`config.mk`:
```
export PLATFORM = sky130hd
export DESIGN_NAME = sprite_dma_flat
export DESIGN_NICKNAME = d
export VERILOG_FILES = /design/src/rtl/sprite_dma_if.sv /design/src/rtl/sprite_dma.sv /design/src/flat_wrapper.sv
export SDC_FILE = /design/constraint.sdc
export NUM_CORES = 1
export LEC_CHECK = 0
export BUFFER_PORTS_ARGS = -buffer_cell sky130_fd_sc_hd__buf_4
export CELL_PAD_IN_SITES_DETAIL_PLACEMENT = 0
export CELL_PAD_IN_SITES_GLOBAL_PLACEMENT = 2
export CORE_ASPECT_RATIO = 0.5
export CORE_MARGIN = 2
export CORE_UTILIZATION = 35
export CTS_CLUSTER_DIAMETER = 80
export DETAILED_ROUTE_END_ITERATION = 16
export GPL_TIMING_DRIVEN = 0
export PLACE_DENSITY_LB_ADDON = 0.08
export SYNTH_ARGS = -nofsm -noshare
export SYNTH_HDL_FRONTEND = slang
export SYNTH_SLANG_ARGS = --single-unit
```
`constraint.sdc`:
```
create_clock -name clk -period 10.1 [get_ports clk]
set_clock_uncertainty 0.15 [all_clocks]
set_input_delay 1.01 -clock clk [delete_from_list [all_inputs] [get_ports clk]]
set_output_delay 1.01 -clock clk [all_outputs]
set_load 0.01 [all_outputs]
```
`src/rtl/sprite_dma_if.sv`:
```
// sprite_dma_if: beam position, DMA enable and register bus in; dma, fetch address and destination register out
interface sprite_dma_if;
  logic [8:0] hpos;
  logic [8:0] vpos;
  logic dmaen;
  logic [8:1] reg_address_in;
  logic [15:0] data_in;
  logic dma;
  logic [20:1] address_out;
  logic [8:1] reg_address_out;
  modport master (
    output hpos, vpos, dmaen, reg_address_in, data_in,
    input dma, address_out, reg_address_out
  );
  modport slave (
    input hpos, vpos, dmaen, reg_address_in, data_in,
    output dma, address_out, reg_address_out
  );
endinterface

```
`src/rtl/sprite_dma.sv`:
```
// sprite_dma: eight-sprite slot DMA engine; clk, async reset, bus (hpos/vpos/dmaen/reg bus in; dma/address_out/reg_address_out out)
module sprite_dma #(
  parameter logic [8:0] SLOT0 = 9'h015,
  parameter logic [8:0] VBL_END = 9'd25
) (
  input logic clk,
  input logic reset,
  sprite_dma_if.slave bus
);
  typedef enum logic [1:0] {IDLE, CTRL, WAIT, ACTIVE} st_t;
  st_t st [8];
  st_t st_n [8];
  logic [20:1] ptr [8];
  logic [8:0] vstart [8];
  logic [8:0] vstop [8];
  logic [8:0] off;
  logic [2:0] sn;
  logic sb, slot, fetch, line_start, ptr_wr, pos_wr, ctl_wr;
  assign off = bus.hpos - SLOT0;
  assign sn = off[4:2];
  assign sb = off[1];
  assign slot = bus.hpos >= SLOT0 && off < 9'd32 && !off[0];
  assign fetch = slot && bus.dmaen && (st[sn] == CTRL || st[sn] == ACTIVE);
  assign line_start = bus.hpos == '0;
  assign ptr_wr = bus.reg_address_in[8:5] == 4'b1001;
  assign pos_wr = bus.reg_address_in[8:6] == 3'b101 && bus.reg_address_in[2:1] == 2'b00;
  assign ctl_wr = bus.reg_address_in[8:6] == 3'b101 && bus.reg_address_in[2:1] == 2'b01;
  assign bus.dma = fetch;
  assign bus.address_out = fetch ? ptr[sn] : '0;
  assign bus.reg_address_out = fetch ? {3'b101, sn, st[sn] == ACTIVE, sb} : 8'hFF;
  always_comb begin
    for (int i = 0; i < 8; i++) begin
      st_n[i] = st[i];
      if (line_start && bus.vpos == VBL_END) st_n[i] = CTRL;
      else if (line_start && st[i] == WAIT && bus.vpos == vstart[i] && vstart[i] != vstop[i]) st_n[i] = ACTIVE;
      else if (line_start && st[i] == ACTIVE && bus.vpos == vstop[i]) st_n[i] = CTRL;
      else if (fetch && sb && sn == 3'(i) && st[i] == CTRL) st_n[i] = WAIT;
    end
  end
  always_ff @(posedge clk or posedge reset) begin
    if (reset) begin
      for (int i = 0; i < 8; i++) st[i] <= IDLE;
    end else begin
      for (int i = 0; i < 8; i++) st[i] <= st_n[i];
    end
  end
  // a pointer write to the sprite being fetched suppresses the increment so the CPU value wins
  always_ff @(posedge clk or posedge reset) begin
    if (reset) begin
      for (int i = 0; i < 8; i++) begin
        ptr[i] <= '0;
        vstart[i] <= '0;
        vstop[i] <= '0;
      end
    end else begin
      if (fetch && !(ptr_wr && bus.reg_address_in[4:2] == sn)) ptr[sn] <= ptr[sn] + 1'b1;
      if (ptr_wr && bus.reg_address_in[1]) ptr[bus.reg_address_in[4:2]][15:1] <= bus.data_in[15:1];
      else if (ptr_wr) ptr[bus.reg_address_in[4:2]][20:16] <= bus.data_in[4:0];
      if (pos_wr) vstart[bus.reg_address_in[5:3]][7:0] <= bus.data_in[15:8];
      if (ctl_wr) begin
        vstop[bus.reg_address_in[5:3]][7:0] <= bus.data_in[15:8];
        vstart[bus.reg_address_in[5:3]][8] <= bus.data_in[2];
        vstop[bus.reg_address_in[5:3]][8] <= bus.data_in[1];
      end
    end
  end
endmodule

```
`src/flat_wrapper.sv`:
```
// flat-port wrapper written by rule: the top's interface ports become plain ports
module sprite_dma_flat 
#(
  parameter logic [8:0] SLOT0 = 9'h015,
  parameter logic [8:0] VBL_END = 9'd25
)
  (clk, reset, bus_hpos, bus_vpos, bus_dmaen, bus_reg_address_in, bus_data_in, bus_dma, bus_address_out, bus_reg_address_out);
  sprite_dma_if bus_i ();
  input logic clk;
  input logic reset;
  input wire logic [$bits(bus_i.hpos)-1:0] bus_hpos;
  input wire logic [$bits(bus_i.vpos)-1:0] bus_vpos;
  input wire logic [$bits(bus_i.dmaen)-1:0] bus_dmaen;
  input wire logic [$bits(bus_i.reg_address_in)-1:0] bus_reg_address_in;
  input wire logic [$bits(bus_i.data_in)-1:0] bus_data_in;
  output wire logic [$bits(bus_i.dma)-1:0] bus_dma;
  output wire logic [$bits(bus_i.address_out)-1:0] bus_address_out;
  output wire logic [$bits(bus_i.reg_address_out)-1:0] bus_reg_address_out;
  assign bus_i.hpos = bus_hpos;
  assign bus_i.vpos = bus_vpos;
  assign bus_i.dmaen = bus_dmaen;
  assign bus_i.reg_address_in = bus_reg_address_in;
  assign bus_i.data_in = bus_data_in;
  assign bus_dma = bus_i.dma;
  assign bus_address_out = bus_i.address_out;
  assign bus_reg_address_out = bus_i.reg_address_out;
  sprite_dma #(.SLOT0(SLOT0), .VBL_END(VBL_END)) u_core (.clk(clk), .reset(reset), .bus(bus_i));
endmodule
```
# Word level (Yosys, flattened, before mapping)
# Cells that the tools add are included.
# totals
regBits	320
latch_bits	0
ram_bits	0
mem_bits_ro	0
inputBits	45
out_inout_bits	29
mem_count	0
# classes
n_addsub	2
n_mul	0
n_div	0
order_cmp	8
n_eq_ne	62
shift	0
n_mux	62
bitwise	3
reduce_logical	84
# op_table
cell	n
160-bit bitwise mux	3
160-bit 2-to-1 mux	3
72-bit bitwise mux	4
20-bit demux with 3-bit select	3
9-bit == test	16
72-bit 2-to-1 mux	2
20-bit 2-to-1 mux	5
9-bit inequality test	8
1-bit logical AND	70
2-bit 2-to-1 mux	34
20-bit binary-select mux with 3-bit select	1
9-bit demux with 3-bit select	2
2-bit == test, second input constant	17
4-bit nonzero test	8
20-bit by 1-bit adder with 20-bit output, second input constant	1
2-bit by 1-bit == test with 1-bit output, second input constant	10
3-bit == test, second input constant	5
15-bit 2-to-1 mux	1
4-bit greater-or-equal comparator, second input constant	3
4-bit by 1-bit less-than comparator with 1-bit output, second input constant	3
3-bit inverter with 4-bit output	3
9-bit by 5-bit == test with 1-bit output, second input constant	1
9-bit by 5-bit greater-or-equal comparator with 1-bit output, second input constant	1
9-bit logical NOT	1
other kinds (14)	16

# Longest topological paths before layout
# Gate-level depths: netlist (run 1).
# depth
ltp_word	15
mapped_depth	19
ltp_nobuf	15

# Least setup slack after synthesis (run 1)
# OpenSTA, ideal clock, no wires.
# synth_timing
kind	in2reg
from	input bus_hpos[3]
to	register u_core.ptr[114] (netlist bit)
setup_ns	0.083
arrival_ns	4.469
required_time_ns	9.867
path_slack_ns	5.399
path_stages	15
path_buffers	2
cell_sequence	buf_6 -> or3_4 -> and2_4 -> mux2_4 -> or4_4 -> and2_1 -> clkbuf_1 -> inv_1 -> ha_1 -> inv_1 -> nor3_1 -> nand4_1 -> nor3_1 -> nor3_1 -> o21ai_0
# synth_via
elab_chain_cells	13
word_cells_on_any_way	33
# synth_rtl
item	line	text
from (decl)	flat_wrapper.sv:11	input wire logic [$bits(bus_i.hpos)-1:0] bus_hpos;
branches (longest 9 deep; another with 20-bit by 1-bit adder with 20-bit output)	-	
160-bit 2-to-1 mux (*)	sprite_dma.sv:56	if (fetch && !(ptr_wr && bus.reg_address_in[4:2] == sn)) ptr[sn] <= ptr[sn] + 1'b1;
160-bit bitwise mux	sprite_dma.sv:58	else if (ptr_wr) ptr[bus.reg_address_in[4:2]][20:16] <= bus.data_in[4:0];
160-bit 2-to-1 mux	sprite_dma.sv:58	
160-bit 2-to-1 mux (*)	sprite_dma.sv:57	if (ptr_wr && bus.reg_address_in[1]) ptr[bus.reg_address_in[4:2]][15:1] <= bus.data_in[15:1];
to (signal, indexed assignment)	sprite_dma.sv:56	
to (signal, indexed assignment)	sprite_dma.sv:57	
to (signal, indexed assignment)	sprite_dma.sv:58	
to (decl)	sprite_dma.sv:13	logic [20:1] ptr [8];
# Every way passes the cells marked *. The select of a mux whose other input is x is not followed.
# A chain may end at the register's enable or synchronous reset.

# Worst setup path after layout (run 1)
# layout_timing
from	input bus_hpos[0]
to	register u_core.ptr[13] (netlist bit)
# The elaborated chain is that of the path after synthesis.

==> flow_summary.ini, run 1 <==
[clock_network]
worstSkewPairLatency_ns = 0.57
cts_root_buffer = clkbuf_16
postCtsHoldBufs = 0
ctsResizeCount = 0
cts_tree = yes
path_clk_slew_ns = 0.07
cts_setup_buffers = 0
cts.path.max_buffers = 3
htreeDepth = 2
cts_sinks = 320
numCtsBuffers = 35

[die]
coreArea_um2 = 52100
fp.dieArea_um2 = 54900
num_rows = 59
initial_utilization_pct = 35.5
die_w_um = 329
die_h_um = 167
top_level_ports = 74

[cells_and_area]
drive_gt1_share_pct = 13.8
final_cell_mix = dfrtp_1 (320), nand2_1 (264), o21ai_0 (154)
mostFrequentLayoutCell = dfrtp_1
syn2layout_area_growth_pct = 13.6
n_antenna_cell = 0
seqCellArea_um2 = 8010
finish.net_count = 2114
multi_input_area_um2 = 9900
finalNonFillerCells = 2792
final.fill_count = 5371

[pwr]
switching_power_mw = 1.05
irDropWorstVdd_mv = 0.0820
seqPwrFrac_pct = 42.9
pwr-share-clk_pct = 39.9
power_density_nw_per_um2 = 164
p_comb_share_pct = 17.2
p_int_mw = 2.39
p_leak_nw = 9.02
swShare_pct = 30.5

[detailed_routing]
ant_nets = 0
routed_via_density = 5.74
drc = 0
wirelength_mm = 79.6
first_pass_iters = 5
drt_iter0_markers = 1546
vias = 16040
drt-wirelength-per-cell_um = 28.5

[sta]
hold_viol_final = 0
period_minus_slack_ns = 6.26
relSlewSlack_pct = -2.60
worst_slack_ns = 3.84
min_period_over_period_pct = 62.0
final-max-slew-violation-count = 6
setup-violations-final = 0
worst_slew_pin_slew_ns = 1.54
max_freq_mhz = 160
rsz0062_at_grt = no

[critical_path]
rr_endpoint = u_core.ptr[30]
end_kind = flip-flop
cp.required_ns = 10.40
cp.arrival_ns = 6.57
rr_startpoint = u_core.ptr[0]
crit_fanout = 10
ff2ff_path_depth = 13
crit_type = in2reg
rrSetupSlack_ns = 5.32
cp-start-kind = input port

[global_routing]
first_global_vias = 15878
grt_usage_pct = 28.9
grt_pass1_wl_mm = 115
grt_max_degree = 121
grt_overflow_total = 0
antenna_found_initial = 2

[synth]
syn_inst = 1974
ys_ff_latch = 320
syn_avg_cell_area_um2 = 9.38
synth_cell_type_count = 73
synth_edf_count = 0
ys_seq_area_share_pct = 43.2
ys.flop_type = dfrtp_1
synthesis.area_um2 = 18500
yosys_warnings = 0
synth-async-reset-ratio_pct = 100

[min_path]
hold_depth = 2
holdPathEnd = u_core.ptr[88]
min_from = u_core.ptr[88]
min_path_type = reg2reg

[placed_design]
dpl.hpwl_mm = 54.1
dpl_worst_slack_ns = 3.41
placed_cells = 2730
io_buffers = 51
gp_congestion = 0.873

[outcome]
status = finished, violations left
violations = slew limit

[run]
max-cap-violations = 0
[power by group through the flow]
stage          clock network [mW]  logic, mW  registers (mW)
2_1_floorplan                   0      0.408            1.48
3_3_place_gp                    0      0.585            1.50
3_5_place_dp                    0      0.589            1.50
4_1_cts                      1.39      0.591            1.48
5_1_grt                      1.44      0.647            1.49
6_report                     1.37      0.593            1.48
[sequential cells by signal, summed over array words and instances (netlist names)]
name           flops
u_core.vstop      72
u_core.vstart     72
u_core.st         16
u_core.ptr       160
[worst max-delay path: stages]
cell	delay [ns]
buf_4	0.14
inv_1	0.08
ha_1	0.30
xor2_2	0.59
buf_2	0.45
buf_1	0.71
clkbuf_1	0.64
xnor2_1	0.21
nor3_1	0.09
nand2_1	0.28
nand3_1	0.34
nor2_1	0.40
clkbuf_1	0.93
o21ai_0	0.15
o21ai_0	0.21
[metal layers]
metal / vias up / global-route usage (%) / routed length (um) / part of all wire (%)
met5: - / 0 / 0 / 0
met3: 105 / 4.23 / 4840 / 6.1
li1: 7183 / - / - / -
met4: 0 / 6.92 / 1870 / 2.4
met1: 8174 / 42.4 / 37700 / 47
met2: 578 / 44.6 / 35200 / 44
[final cells by class]
class                           instances  area share (%)
Inverter                               10           0.214
Clock inverter                          8           0.512
Timing Repair Buffer                   54            2.15
Sequential cell                       320            38.1
Buffer                                139            2.75
Tap cell                              701            4.17
Clock buffer                           54            5.03
Multi-Input combinational cell       1506            47.1
[synth_stat cells (23+ instances only)]
cell / instances / area share, %
nand3_1: 45 / 1.2
xor2_1: 94 / 4.4
o22ai_1: 34 / 1.1
nand2_1: 264 / 5.3
nand4_1: 51 / 1.7
a31oi_1: 23 / 0.78
a21oi_1: 75 / 2.0
mux2_2: 141 / 8.6
nor3_1: 56 / 1.5
dfrtp_1: 320 / 43
clkbuf_1: 114 / 2.3
xnor2_1: 142 / 6.7
nor2_1: 152 / 3.1
o211ai_1: 25 / 1.0
o21ai_0: 154 / 4.2
mux2i_1: 55 / 3.0
[per-stage QoR]
step	total power, mW	TNS, ns	utilization, %	cell area, um^2	hold slack (ns)
6_report	3.45	0	40.4	21000	0.367
5_1_grt	3.58	0	40.4	21000	0.399
4_1_cts	3.46	0	40.4	21000	0.372
3_5_place_dp	2.09	0	38.1	19900	0.357
3_3_place_gp	2.09	-1508.05	38.0	19800	0.350
2_1_floorplan	1.88	0	-	18500	0.337
[worst max path at each step]
stage                     cells past startpoint  slack, ns        start                      to
after floorplan                               1       0.08        reset           u_core.ptr[0]
after global placement                        2      -4.77        reset       u_core.vstart[47]
after detailed placement                     15       3.41  bus_hpos[0]           u_core.ptr[6]
after CTS                                    12       3.88  bus_hpos[0]  bus_reg_address_out[1]
after global routing                         16       3.72  bus_hpos[0]         u_core.ptr[153]
final                                        15       3.84  bus_hpos[0]          u_core.ptr[13]
[cells by family after synthesis]
group,after synthesis,share of synthesized area [%]
muxes,199,11.9
other,1,0.0202
and+or+nand+nor,668,16.7
buffers and inverters,149,3.33
adders and majority gates,3,0.203
AOI/OAI and AO/OA,396,13.3
DFF,320,43.2
xor gates and xnor gates,238,11.3
(Power assumes the default switching activity.)
==> run 2, diff against run 1 <==
==> constraint.sdc (replaced) <==
create_clock -name clk -period 6.5 [get_ports clk]
set_clock_uncertainty 0.15 [all_clocks]
set_input_delay 0.65 -clock clk [delete_from_list [all_inputs] [get_ports clk]]
set_output_delay 0.65 -clock clk [all_outputs]
set_load 0.01 [all_outputs]
==> run 2 against run 1 <==
Effect of this change: the run now ends clean; critical path type unchanged; combinational power increased by 58%; sequential share of layout area is 0.27 points lower; cell count is 0.21% higher; sequential power is 55% higher; sequential cell count unchanged; largest power group unchanged; global-route usage shrank 0.18 points; worst hold slack lost 0.11 ns.
==> flow_summary.ini, run 2 (synthesis gave the netlist of run 1 again) <==
[cells_and_area]
mostFrequentLayoutCell = dfrtp_1
utilization_pct = 40.6
largest_register = u_core.ptr
drive_gt1_share_pct = 14.0
reg_top3 = u_core.ptr x160, u_core.vstart x72, u_core.vstop x72
finalInstanceArea_um2 = 21200
finalNonFillerCells = 2798
final.fill_count = 5321
finish.net_count = 2122
largest_reg_flops = 160
syn2layout_area_growth_pct = 14.4
final_cell_mix = dfrtp_1 (320), nand2_1 (264), o21ai_0 (154)

[detailed_routing]
routed_via_density = 5.71
first_pass_iters = 5
drt_iter0_markers = 1420
vias = 15966
drt-wirelength-per-cell_um = 28.1
wirelength_mm = 78.7
ant_nets = 0
drc = 0

[outcome]
status = completed

[pwr]
pwr-share-clk_pct = 39.9
irDropWorstVdd_mv = 0.116
switching_power_mw = 1.62
finalPower_mw = 5.38
power_density_nw_per_um2 = 254
p_leak_nw = 9.08
p_int_mw = 3.76
p_comb_share_pct = 17.4
swShare_pct = 30.0
seqPwrFrac_pct = 42.8

[critical_path]
max_stage_delay_ns = 0.80
cpMostUsedCell = clkbuf_1
end_kind = flip-flop
path_cells = buf_4, inv_1, ha_1, xor2_2, buf_2, buf_1, clkbuf_1, xnor2_1, nor3_1, nand2b_1, clkbuf_1, nand3_1, nor2_1, clkbuf_1, o21ai_0, o22ai_1
crit_fanout = 10
rrSetupSlack_ns = 1.61
crit_type = in2reg
path_buf_inv = 7
cp.required_ns = 6.81
critPathTopFamily = buffers and inverters
crit_start = bus_hpos[0]
slowest_stage = clkbuf_1
cp-start-kind = input port
rr_startpoint = u_core.ptr[140]
cp.arrival_ns = 6.28

[sta]
setup-violations-final = 0
worst_slew_pin_slew_ns = 1.43
worst_slack_ns = 0.527
rsz0062_at_grt = no
period_minus_slack_ns = 5.97
relSlewSlack_pct = 4.33
hold_viol_final = 0
final-max-slew-violation-count = 0
max_freq_mhz = 167
min_period_over_period_pct = 91.9

[placed_design]
dpl_worst_slack_ns = 0.0194
placed_cells = 2737
io_buffers = 51
gp_congestion = 0.875
placed_area_um2 = 20000
dpl.hpwl_mm = 54.8

[die]
fp.dieArea_um2 = 54900
die_w_um = 329
top_level_ports = 74
die_h_um = 167
coreArea_um2 = 52100
initial_utilization_pct = 35.5
num_rows = 59

[global_routing]
antenna_found_initial = 1
grt_usage_pct = 28.7
first_global_vias = 15853
grt_max_degree = 38
grt_overflow_total = 0
grt_pass1_wl_mm = 115

[clock_network]
cts_sinks = 320
cts_setup_buffers = 0
path_clk_slew_ns = 0.07
numCtsBuffers = 35
cts_root_buffer = clkbuf_16
htreeDepth = 2
cts_tree = yes
cts.path.max_buffers = 3
worstSkewPairLatency_ns = 0.55

[run]
max-cap-violations = 0

[min_path]
min_from = bus_data_in[10]
min_path_type = in2reg
[run 2: changes by cell type in the layout (fill, tap and decap cells not counted), sizes merged]
cell / before / now
buf: 78 / 85
clkbuf: 169 / 166
clkinvlp: 1 / 3
inv: 11 / 9
bufinv: 2 / 3
clkinv: 4 / 3
diode: 0 / 1
dlygate4sd3: 0 / 1
[run 2: per-stage QoR]
stage,hold WS [ns],TNS [ns]
6_report,0.256,0
5_1_grt,0.241,0
4_1_cts,0.234,0
3_5_place_dp,0.357,0
3_3_place_gp,0.352,-340.94
2_1_floorplan,0.337,0
[run 2: power groups by stage]
stage,Sequential (mW),Clock [mW],Combinational [mW]
CTS,2.30,2.17,0.935
finish,2.30,2.14,0.935
floorplan,2.29,0,0.635
detailed placement,2.33,0,0.931
global route,2.32,2.26,1.02
global placement,2.34,0,0.915
[run 2: worst paths after layout]
check | endpoint | cells after the start
worst max-delay path | u_core.ptr[158] | 16
worst min-delay path | u_core.vstart[56] | 2
worst max register to register | u_core.ptr[130] | 12
worst min register to register | u_core.ptr[128] | 2
max in group asynchronous | u_core.vstop[43] | 8
min in group asynchronous | u_core.ptr[91] | 3
[run 2: worst reg2reg max path, stage by stage, from the launching register on]
cell	delay [ns]
dfrtp_1	0.43
a21oi_1	0.10
mux2_4	0.28
or4_4	0.57
and2_1	0.16
clkbuf_1	0.20
inv_1	0.20
ha_1	0.17
inv_1	0.07
nor3_1	0.90
nand3_1	0.49
xnor2_1	0.82
o211ai_1	0.19
[run 2: final cells by class]
cell class,instances,area (um^2),share of cell area [%]
Multi-Input combinational cell,1506,9900,46.8
Sequential cell,320,8010,37.8
Clock buffer,51,1050,4.95
Tap cell,701,877,4.14
Timing Repair Buffer,62,593,2.80
Buffer,139,579,2.73
Clock inverter,8,128,0.603
Inverter,10,41.3,0.195
Antenna cell,1,2.50,0.0118
[run 2: what timing repair did]
item	CTS	global route
hold buffers	1	0
endpoints found under the hold margin	11	0
gates resized for setup	0	0
[run 2: layer usage]
| layer | share of wire, % | GRT usage (%) |
|---|---|---|
| met5 | 0 | 0 |
| met3 | 5.8 | 4.13 |
| met1 | 47 | 41.5 |
| met2 | 45 | 45.1 |
| met4 | 2.4 | 7.08 |
==> run 3, diff against run 2 <==
--- a/config.mk
+++ b/config.mk
@@ -14,6 +14,7 @@
 export CTS_CLUSTER_DIAMETER = 80
 export DETAILED_ROUTE_END_ITERATION = 16
 export GPL_TIMING_DRIVEN = 0
+export MAX_ROUTING_LAYER = met4
 export PLACE_DENSITY_LB_ADDON = 0.08
 export SYNTH_ARGS = -nofsm -noshare
 export SYNTH_HDL_FRONTEND = slang
==> run 3 against run 2 <==
Effect of this change: first-iteration DRC count rose by 6.2%; combinational power about the same; sequential power hardly changed.
==> flow_summary.ini, run 3 (synthesis gave the netlist of run 1 again) <==
[die]
num_rows = 59
die_h_um = 167
fp.dieArea_um2 = 54900
die_w_um = 329
top_level_ports = 74
initial_utilization_pct = 35.5
coreArea_um2 = 52100

[critical_path]
path_buf_inv = 7
max_stage_delay_ns = 0.79
slowest_stage = clkbuf_1
critPathTopFamily = buffers and inverters
cp-start-kind = input port
end_kind = flip-flop
rrSetupSlack_ns = 1.62
crit_fanout = 10
path_cells = buf_4, inv_1, ha_1, xor2_2, buf_2, buf_1, clkbuf_1, xnor2_1, nor3_1, nand2b_1, clkbuf_1, nand3_1, nor2_1, clkbuf_1, o21ai_0, o21ai_0
ff2ff_path_depth = 13
cpMostUsedCell = clkbuf_1
rr_startpoint = u_core.ptr[0]
cp.arrival_ns = 6.26
rr_endpoint = u_core.ptr[10]
cp.required_ns = 6.82
crit_type = in2reg

[clock_network]
cts.path.max_buffers = 3
cts_sinks = 320
cts_tree = yes
cts_setup_buffers = 0
path_clk_slew_ns = 0.07
numCtsBuffers = 35
cts_root_buffer = clkbuf_16
htreeDepth = 2
worstSkewPairLatency_ns = 0.55
ctsResizeCount = 0

[sta]
final-max-slew-violation-count = 0
max_freq_mhz = 168
relSlewSlack_pct = 3.00
min_period_over_period_pct = 91.5
hold_viol_final = 0
worst_slew_pin_slew_ns = 1.45
worst_hold_slack_ns = 0.261
setup-violations-final = 0
rsz0062_at_grt = no
period_minus_slack_ns = 5.95

[min_path]
holdPathEnd = u_core.vstart[56]
min_path_type = in2reg
min_from = bus_data_in[10]
hold_depth = 2

[global_routing]
grt_pass1_wl_mm = 115
grt_overflow_total = 0
grt_max_degree = 38
first_global_vias = 15849
antenna_found_initial = 1
grt_usage_pct = 29.6

[detailed_routing]
routed_via_density = 5.72
drt_iter0_markers = 1508
ant_nets = 0
drt-wirelength-per-cell_um = 28.2
vias = 16010
drc = 0
first_pass_iters = 5
wirelength_mm = 78.8

[cells_and_area]
largest_register = u_core.ptr
mostFrequentLayoutCell = dfrtp_1
final_cell_mix = dfrtp_1 (320), nand2_1 (264), o21ai_0 (154)
finish.net_count = 2122
reg_top3 = u_core.ptr x160, u_core.vstart x72, u_core.vstop x72
syn2layout_area_growth_pct = 14.3
n_antenna_cell = 0
drive_gt1_share_pct = 14.0
largest_reg_flops = 160

[placed_design]
io_buffers = 51
dpl.hpwl_mm = 54.8
gp_congestion = 0.890

[run]
max-cap-violations = 0

[outcome]
status = completed

[pwr]
power_density_nw_per_um2 = 254
finalPower_mw = 5.38
p_leak_nw = 9.08
irDropWorstVdd_mv = 0.117
[run 3: where the power goes]
group          switching [mW]  internal [mW]
clock network           0.902           1.24
registers               0.143           2.16
logic                   0.569          0.366
[run 3: how the worst max path moves through the flow]
stage | from | to | slack (ns) | cells past startpoint
after floorplan | reset | u_core.ptr[0] | 1.43 | 1
after global routing | bus_hpos[0] | u_core.ptr[153] | 0.32 | 16
final | bus_hpos[0] | u_core.ptr[153] | 0.55 | 16
after global placement | reset | u_core.vstart[50] | -1.15 | 2
after detailed placement | bus_hpos[0] | u_core.ptr[158] | 0.02 | 16
after CTS | bus_hpos[0] | u_core.ptr[158] | 0.62 | 16
[run 3: through the flow]
stage | cells | TNS, ns | worst slack (ns) | utilization [%] | area [um^2]
after CTS | 2797 | 0 | 0.624 | 40.6 | 21200
after global routing | 2797 | 0 | 0.320 | 40.6 | 21200
final | 2797 | 0 | 0.553 | 40.6 | 21200
after detailed placement | 2737 | 0 | 0.0194 | 38.4 | 20000
after floorplan | 1975 | 0 | 1.43 | - | 18500
after global placement | 2727 | -340.94 | -1.15 | 38.0 | 19800
[run 3: layout make-up]
class | instances | area (um^2)
Sequential cell | 320 | 8010
Clock inverter | 8 | 128
Tap cell | 701 | 877
Clock buffer | 51 | 1050
Inverter | 10 | 41.3
Multi-Input combinational cell | 1506 | 9900
Fill cell | 5322 | 30900
Buffer | 139 | 579
Timing Repair Buffer | 62 | 593
[run 3: what timing repair did]
action	in CTS	in global routing
setup endpoints to repair	0	0
endpoints found under the hold margin	11	0
hold buffers	1	0
[run 3: metal layers]
layer	track usage (%)	vias up	routed length, um
met5	-	-	0
met4	6.82	0	1810
met3	4.10	110	4330
met2	45.3	480	35300
met1	41.5	8234	37300
li1	-	7186	-
